==> config.mk <==
export PLATFORM = sky130hd
export DESIGN_NAME = lvds_word_align
export DESIGN_NICKNAME = d
export VERILOG_FILES = /design/src/rtl/lvds_word_align.sv
export SDC_FILE = /design/constraint.sdc
export NUM_CORES = 1
export LEC_CHECK = 0
export BUFFER_PORTS_ARGS = -buffer_cell sky130_fd_sc_hd__buf_2
export CAP_MARGIN = 20
export CORE_MARGIN = 2
export CORE_UTILIZATION = 55
export CTS_CLUSTER_DIAMETER = 60
export DETAILED_ROUTE_END_ITERATION = 8
export HOLD_SLACK_MARGIN = 0.06
export PLACE_DENSITY_LB_ADDON = 0.15
export REMOVE_ABC_BUFFERS = 1
export SLEW_MARGIN = 20
export SYNTH_ARGS = -nofsm -noshare
export SYNTH_HDL_FRONTEND = slang
export SYNTH_SLANG_ARGS = --single-unit
export TNS_END_PERCENT = 20
==> constraint.sdc <==
create_clock -name clk -period 3.8 [get_ports clk]
set_clock_uncertainty 0.1 [all_clocks]
set_input_delay 0.76 -clock clk [delete_from_list [all_inputs] [get_ports clk]]
set_output_delay 0.76 -clock clk [all_outputs]
set_load 0.005 [all_outputs]
==> src/rtl/lvds_word_align.sv <==
// LVDS deserializer word aligner: bit-slips until ALIGN_PATTERN is seen.
// Define WA_RELOCK_EN to retrain from DONE when rx_locked drops.
module lvds_word_align #(
  parameter logic [7:0] ALIGN_PATTERN = 8'hBC,
  parameter int MATCH_COUNT = 16,
  parameter int LOCK_DELAY  = 64,
  parameter int SLIP_WAIT   = 8,
  parameter int MAX_SLIPS   = 8
) (
  input  logic       clk,
  input  logic       rst_n,
  input  logic       rx_locked,
  input  logic [7:0] rx_out,
  output logic       rx_data_align,
  output logic       align_done,
  output logic       align_err,
  output logic [3:0] slip_cnt,
  output logic [2:0] state
);

  typedef enum logic [2:0] {
    IDLE      = 3'd0,
    LOCK_WAIT = 3'd1,
    CHECK     = 3'd2,
    SLIP      = 3'd3,
    SETTLE    = 3'd4,
    DONE      = 3'd5
  } st_t;

  localparam int DW = (LOCK_DELAY  > 1) ? $clog2(LOCK_DELAY)  : 1;
  localparam int MW = (MATCH_COUNT > 1) ? $clog2(MATCH_COUNT) : 1;
  localparam int SW = (SLIP_WAIT   > 1) ? $clog2(SLIP_WAIT)   : 1;

  st_t st, st_n;
  logic [DW-1:0] dly, dly_n;
  logic [MW-1:0] mcnt, mcnt_n;
  logic [SW-1:0] scnt, scnt_n;
  logic          phase, phase_n;
  logic [3:0]    slip_n;
  logic          err_n;

  assign state = st;

  always_ff @(posedge clk or negedge rst_n) begin
    if (!rst_n) begin
      st            <= IDLE;
      dly           <= '0;
      mcnt          <= '0;
      scnt          <= '0;
      phase         <= 1'b0;
      slip_cnt      <= '0;
      align_err     <= 1'b0;
      rx_data_align <= 1'b0;
      align_done    <= 1'b0;
    end else begin
      st            <= st_n;
      dly           <= dly_n;
      mcnt          <= mcnt_n;
      scnt          <= scnt_n;
      phase         <= phase_n;
      slip_cnt      <= slip_n;
      align_err     <= err_n;
      rx_data_align <= (st_n == SLIP);
      align_done    <= (st_n == DONE);
    end
  end

  always_comb begin
    st_n    = st;
    dly_n   = dly;
    mcnt_n  = mcnt;
    scnt_n  = scnt;
    phase_n = phase;
    slip_n  = slip_cnt;
    err_n   = align_err;
    unique case (st)
      IDLE: begin
        if (rx_locked) begin
          st_n  = LOCK_WAIT;
          dly_n = '0;
        end
      end
      LOCK_WAIT: begin
        if (!rx_locked) begin
          st_n = IDLE;
        end else if (dly == DW'(LOCK_DELAY - 1)) begin
          st_n   = CHECK;
          slip_n = '0;
          mcnt_n = '0;
        end else begin
          dly_n = dly + 1'b1;
        end
      end
      CHECK: begin
        if (!rx_locked) begin
          st_n   = IDLE;
          mcnt_n = '0;
        end else if (rx_out == ALIGN_PATTERN) begin
          if (mcnt == MW'(MATCH_COUNT - 1)) begin
            st_n  = DONE;
            err_n = 1'b0;
          end else begin
            mcnt_n = mcnt + 1'b1;
          end
        end else begin
          st_n    = SLIP;
          mcnt_n  = '0;
          phase_n = 1'b0;
          // a full rotation without a match means the link is bad
          if (slip_cnt == 4'(MAX_SLIPS - 1)) begin
            slip_n = '0;
            err_n  = 1'b1;
          end else begin
            slip_n = slip_cnt + 1'b1;
          end
        end
      end
      SLIP: begin
        if (!rx_locked) begin
          st_n   = IDLE;
          mcnt_n = '0;
        end else if (phase) begin
          st_n   = SETTLE;
          scnt_n = '0;
        end else begin
          phase_n = 1'b1;
        end
      end
      SETTLE: begin
        if (!rx_locked) begin
          st_n   = IDLE;
          mcnt_n = '0;
        end else if (scnt == SW'(SLIP_WAIT - 1)) begin
          st_n   = CHECK;
          mcnt_n = '0;
        end else begin
          scnt_n = scnt + 1'b1;
        end
      end
      DONE: begin
`ifdef WA_RELOCK_EN
        if (!rx_locked) begin
          st_n   = IDLE;
          mcnt_n = '0;
        end
`else
        st_n = DONE;
`endif
      end
      default: st_n = IDLE;
    endcase
  end

endmodule

Yosys cells after proc, flatten, opt, wreduce, memory -nomap -nowiden

Cells that the tools add are included.

Add/sub/neg operators: 4
Reductions and logical operators: 13
Equality and inequality tests: 26
Mux-type cells: 40

Operators with widths:

| operator              | count |
|---|---|
| $mux W4               | 11 |
| $mux W3               | 14 |
| $ne A2 B2 Y1 const B  | 11 |
| $mux W6               | 3 |
| $pmux W3 S6           | 1 |
| $pmux W4 S4           | 1 |
| $eq A3 B3 Y1 const B  | 4 |
| $pmux W6 S2           | 1 |
| $reduce_and A4 Y1     | 3 |
| $reduce_and A5 Y1     | 2 |
| $reduce_bool A2 Y1    | 5 |
| $eq A3 B2 Y1 const B  | 3 |
| $add A4 B1 Y4 const B | 2 |
| $eq A8 B8 Y1 const B  | 1 |
| $pmux W4 S2           | 1 |
| $add A6 B1 Y6 const B | 1 |
| $eq A6 B6 Y1 const B  | 1 |
| $mux W1               | 6 |
| $pmux W3 S2           | 1 |
| $reduce_and A6 Y1     | 1 |
| $eq A4 B3 Y1 const B  | 1 |
| $eq A4 B4 Y1 const B  | 1 |
| $ne A4 B4 Y1 const B  | 1 |
| $reduce_bool A4 Y1    | 1 |
| other kinds (6)       | 6 |

Input port bits: 11
Word-level logic and storage cells: 92
Output and inout bits: 10
Register bits after elaboration: 24

Logic depth before layout (Yosys ltp)

Word-level depth: 6
Gate-level depth with buffers: 6
Depth with buffers taken out: 6

Worst setup path after synthesis

Ideal clock, no wire load.

Path kind: input port to flip-flop
From: input rx_locked
To: register dly[0]
Data arrival time: 1,579 ps
Required time: 3,618 ps
Path slack: 2,038 ps
Path buffers: 1
Stages: 5
Setup time: 82 ps
Cells stage by stage: buf_2 -> or3b_1 -> a21oi_2 -> mux2i_1 -> o22ai_1

Word-level cells in the longest chain between the ends: 2
Elaborated cells on any way between the ends: 3
Those cells by class: eq/ne: 2; reduce/logical: 1

Ends and longest elaborated chain:

| element                              | line | source |
|---|---|---|
| start: declaration                   | 12   | `input logic rx_locked,` |
| $ne A2 B2 Y1 (no source line)        | n/a  |  |
| $reduce_and A4 Y1 (no source line) * | n/a  |  |
| end signal: assignment               | 57   | `dly <= dly_n;` |
| end: declaration                     | 35   | `logic [DW-1:0] dly, dly_n;` |

Every way passes the cells marked *; elsewhere a longest branch is shown, timed or not.
A chain may end at the register's enable or synchronous reset.

Final worst setup path

From: register st[0] (netlist: state[0])
To: output state[0]

RTL lines:

| element                  | line | source |
|---|---|---|
| start: declaration       | 34   | `st_t st, st_n;` |
| start signal: assignment | 56   | `st <= st_n;` |
| end: declaration         | 18   | `output logic [2:0] state` |

No word-level cell between the ends.

==> out/qor.txt <==
Final Max Slew Viols = 0
Reg power frac = 66.4%
CTS tree = done
Ant. Diodes = 0
setup violators final = 0
Final Cycle Share = 57.4%
area added between synthesis and finish = 8.33%
pin count of the biggest net entering global routing = 25
Post-Syn Area = 1470 sq um
Util after Layout = 63.8%
starting density of the core = 58.9%
sequential fraction of the synthesis area = 40.8%
Power Internal = 0.000300 W
yosys warns = 0
commonest register cell after synthesis = dfrtp_1
CTS resizes = 0
Die Width = 55.7 microns
Netlist cell types = 50
Switch Pwr = 0.0000860 W
Post-synth EDFFs = 0
total grt overflow = 0
number of hold violations in the final report = 0
RSZ-0062 raised after global routing = no
first-pass GRT wire length = 5.28 mm
synthesized instance count = 148
number of fill cells = 203
Initial DRC Count = 51
setup TNS = 0 ns
Worst R2R Setup Slack = 1.81 ns
FMAX = 0.458 GHz
Rows = 18
crit path max fanout = 19
status = finished, final reports clean
clk sink count = 24
Num CTS Buffers = 3
CP required = 2.94 ns
share of the synthesized area in the top cell type = 40.8%
routed len/inst = 15.4 microns
post-synth top area cell = dfrtp_1
Hold Path Class = in2async
clk_lat worst skew = 0.32 ns
#FFs+latches synth = 24
Nets = 184
WP buf/inv = 1
number of placed I/O pins = 21
LEAKAGE = 0.765 nW
GRT Overall Usage = 21.0%
Critical Path, Cell by Cell = buf_2
Clk pin slew, worst setup/hold paths = 0.14 ns
slowest stage cell on the critical path = dfrtp_1
CTS Root Cell = clkbuf_4
drt pass-1 iters = 4
hold buffer count at cts = 0
Sw Share = 22.3%
DRT antenna net count = 0
core area = 2500 sq um
synthesized area per cell = 9.95 sq um
Clk network pwr share = 29.0%
Setup Crit Path Kind = reg2out
Slew @ Worst Pin = 0.628 ns
biggest cell delay along the critical path = 0.77 ns
VDD IR max = 0.170 mV
PortBufs = 20
Post-CTS Setup Bufs = 0
layout cells sized above 1 = 19.3%
CTS Buffer Depth = 2
Startpoint Class = flip-flop
PwrDens = 242 nW/um^2
Critical Path AT = 1.32 ns
routed vias = 1257
vias in the first global route = 1196
initial antenna violation count = 0
Combinational Power Share = 4.6%
top post-synthesis cells by area = dfrtp_1 41%, ha_1 4.2%, o21ai_0 3.4%
largest delay contributor family on the critical path = flip-flops
max cap viols = 0
residual DRC count = 0
Async SR Flop Fraction = 100%
CTS H-tree depth = 1
die area = 3110 sq um
CP Capture Type = output pin
fin crit period = 2.18 ns
Slew HR = 58.1%
die height = 55.7 microns
vias per cell = 6.41
dpl hpwl = 2.25 mm
Placer Congestion = 0.856
routed wire length = 3.03 mm
==> layer usage <==
layer / GRT usage (%) / part of all wire, % / up-vias
met4: 8.36 / 1.6 / 0
li1: - / - / 609
met1: 29.6 / 49 / 611
met3: 2.56 / 3.7 / 6
met2: 33.0 / 46 / 31
met5: 0 / 0 / -
==> per-stage QoR <==
stage	instance area, sq um	total power (W)	hold WS [ns]	std cells	worst slack [ns]
6_report	1600	0.000386	0.294	196	1.62
5_1_grt	1600	0.000403	0.341	196	1.54
4_1_cts	1600	0.000388	0.322	196	1.62
3_5_place_dp	1570	0.000279	0.411	193	1.63
3_3_place_gp	1570	0.000278	0.390	193	1.69
2_1_floorplan	1440	0.000266	0.364	143	2.02
==> sequential cells by signal, indices dropped and copies added (netlist names) <==
| name | cells |
|---|---|
| align_done | 1 |
| align_err | 1 |
| dly | 6 |
| mcnt | 4 |
| phase | 1 |
| rx_data_align | 1 |
| scnt | 3 |
| slip_cnt | 4 |
| state | 3 |
==> path summary, 6_finish.rpt <==
kind | endpoint | start | depth (start not counted)
max reg2reg | scnt[0] | state[1] | 4
min | phase | rst_n | 1
max in group asynchronous | dly[3] | rst_n | 1
min in group clk | scnt[2] | scnt[2] | 1
min reg2reg | scnt[2] | scnt[2] | 1
max | state[0] | state[0] | 1
==> cell usage in the layout (no fill, tap or decap), types with 4 or more instances in the layout <==
cell / synthesis / routed
ha_1: 5 / 5
o21ai_1: 7 / 7
buf_2: 3 / 20
inv_1: 6 / 6
nand2_1: 9 / 9
nand2b_1: 4 / 4
nand4bb_1: 4 / 4
o21ai_0: 10 / 10
nand3_1: 9 / 9
and3_1: 4 / 4
dfrtp_1: 24 / 24
a21oi_1: 9 / 9
==> worst reg2reg max path: cells and delay by family (launching register included) <==
family | cells | cell delay, ns
AOI/OAI and AO/OA | 1 | 0.11
and+or+nand+nor | 2 | 0.66
DFF | 1 | 0.71
muxes | 1 | 0.29
==> synth_stat cells, drive strengths merged, types with 2 or more instances <==
| cell type | n |
|---|---|
| a31oi | 2 |
| and4 | 2 |
| and3 | 4 |
| a41oi | 3 |
| nand2b | 4 |
| nor2 | 3 |
| o21ai | 17 |
| a22o | 2 |
| inv | 6 |
| dfrtp | 24 |
| nor4 | 2 |
| nor3b | 3 |
| o31ai | 3 |
| mux2i | 2 |
| ha | 5 |
| nand4bb | 4 |
| nor2b | 2 |
| a21oi | 11 |
| nand4 | 3 |
| nand3 | 9 |
| nor3 | 2 |
| nand2 | 9 |
| buf | 5 |
==> power by group through the flow <==
stage          clock (W)  sequential [W]  combinational, W
6_report        0.000112        0.000256         0.0000177
5_1_grt         0.000126        0.000257         0.0000200
4_1_cts         0.000114        0.000256         0.0000180
3_5_place_dp           0        0.000261         0.0000179
3_3_place_gp           0        0.000261         0.0000174
2_1_floorplan          0        0.000261        0.00000492
==> logic make-up (layout without fill, tap and decap cells) <==
logic type / Yosys count / after routing / share of synthesized area [%]
simple gates: 56 / 56 / 26.8
compound gates: 49 / 49 / 22.0
flops: 24 / 24 / 40.8
buf+inv: 11 / 29 / 4.08
fa+ha+maj: 5 / 5 / 4.25
mux: 3 / 3 / 2.12
==> area by class of cell <==
type | count | area (sq um) | area share, %
Timing Repair Buffer | 20 | 100 | 6.27
Multi-Input combinational cell | 113 | 812 | 50.9
Sequential cell | 24 | 601 | 37.6
Clock buffer | 3 | 22.5 | 1.41
Inverter | 6 | 22.5 | 1.41
Tap cell | 30 | 37.5 | 2.35
Power figures use the tool's default switching activity.
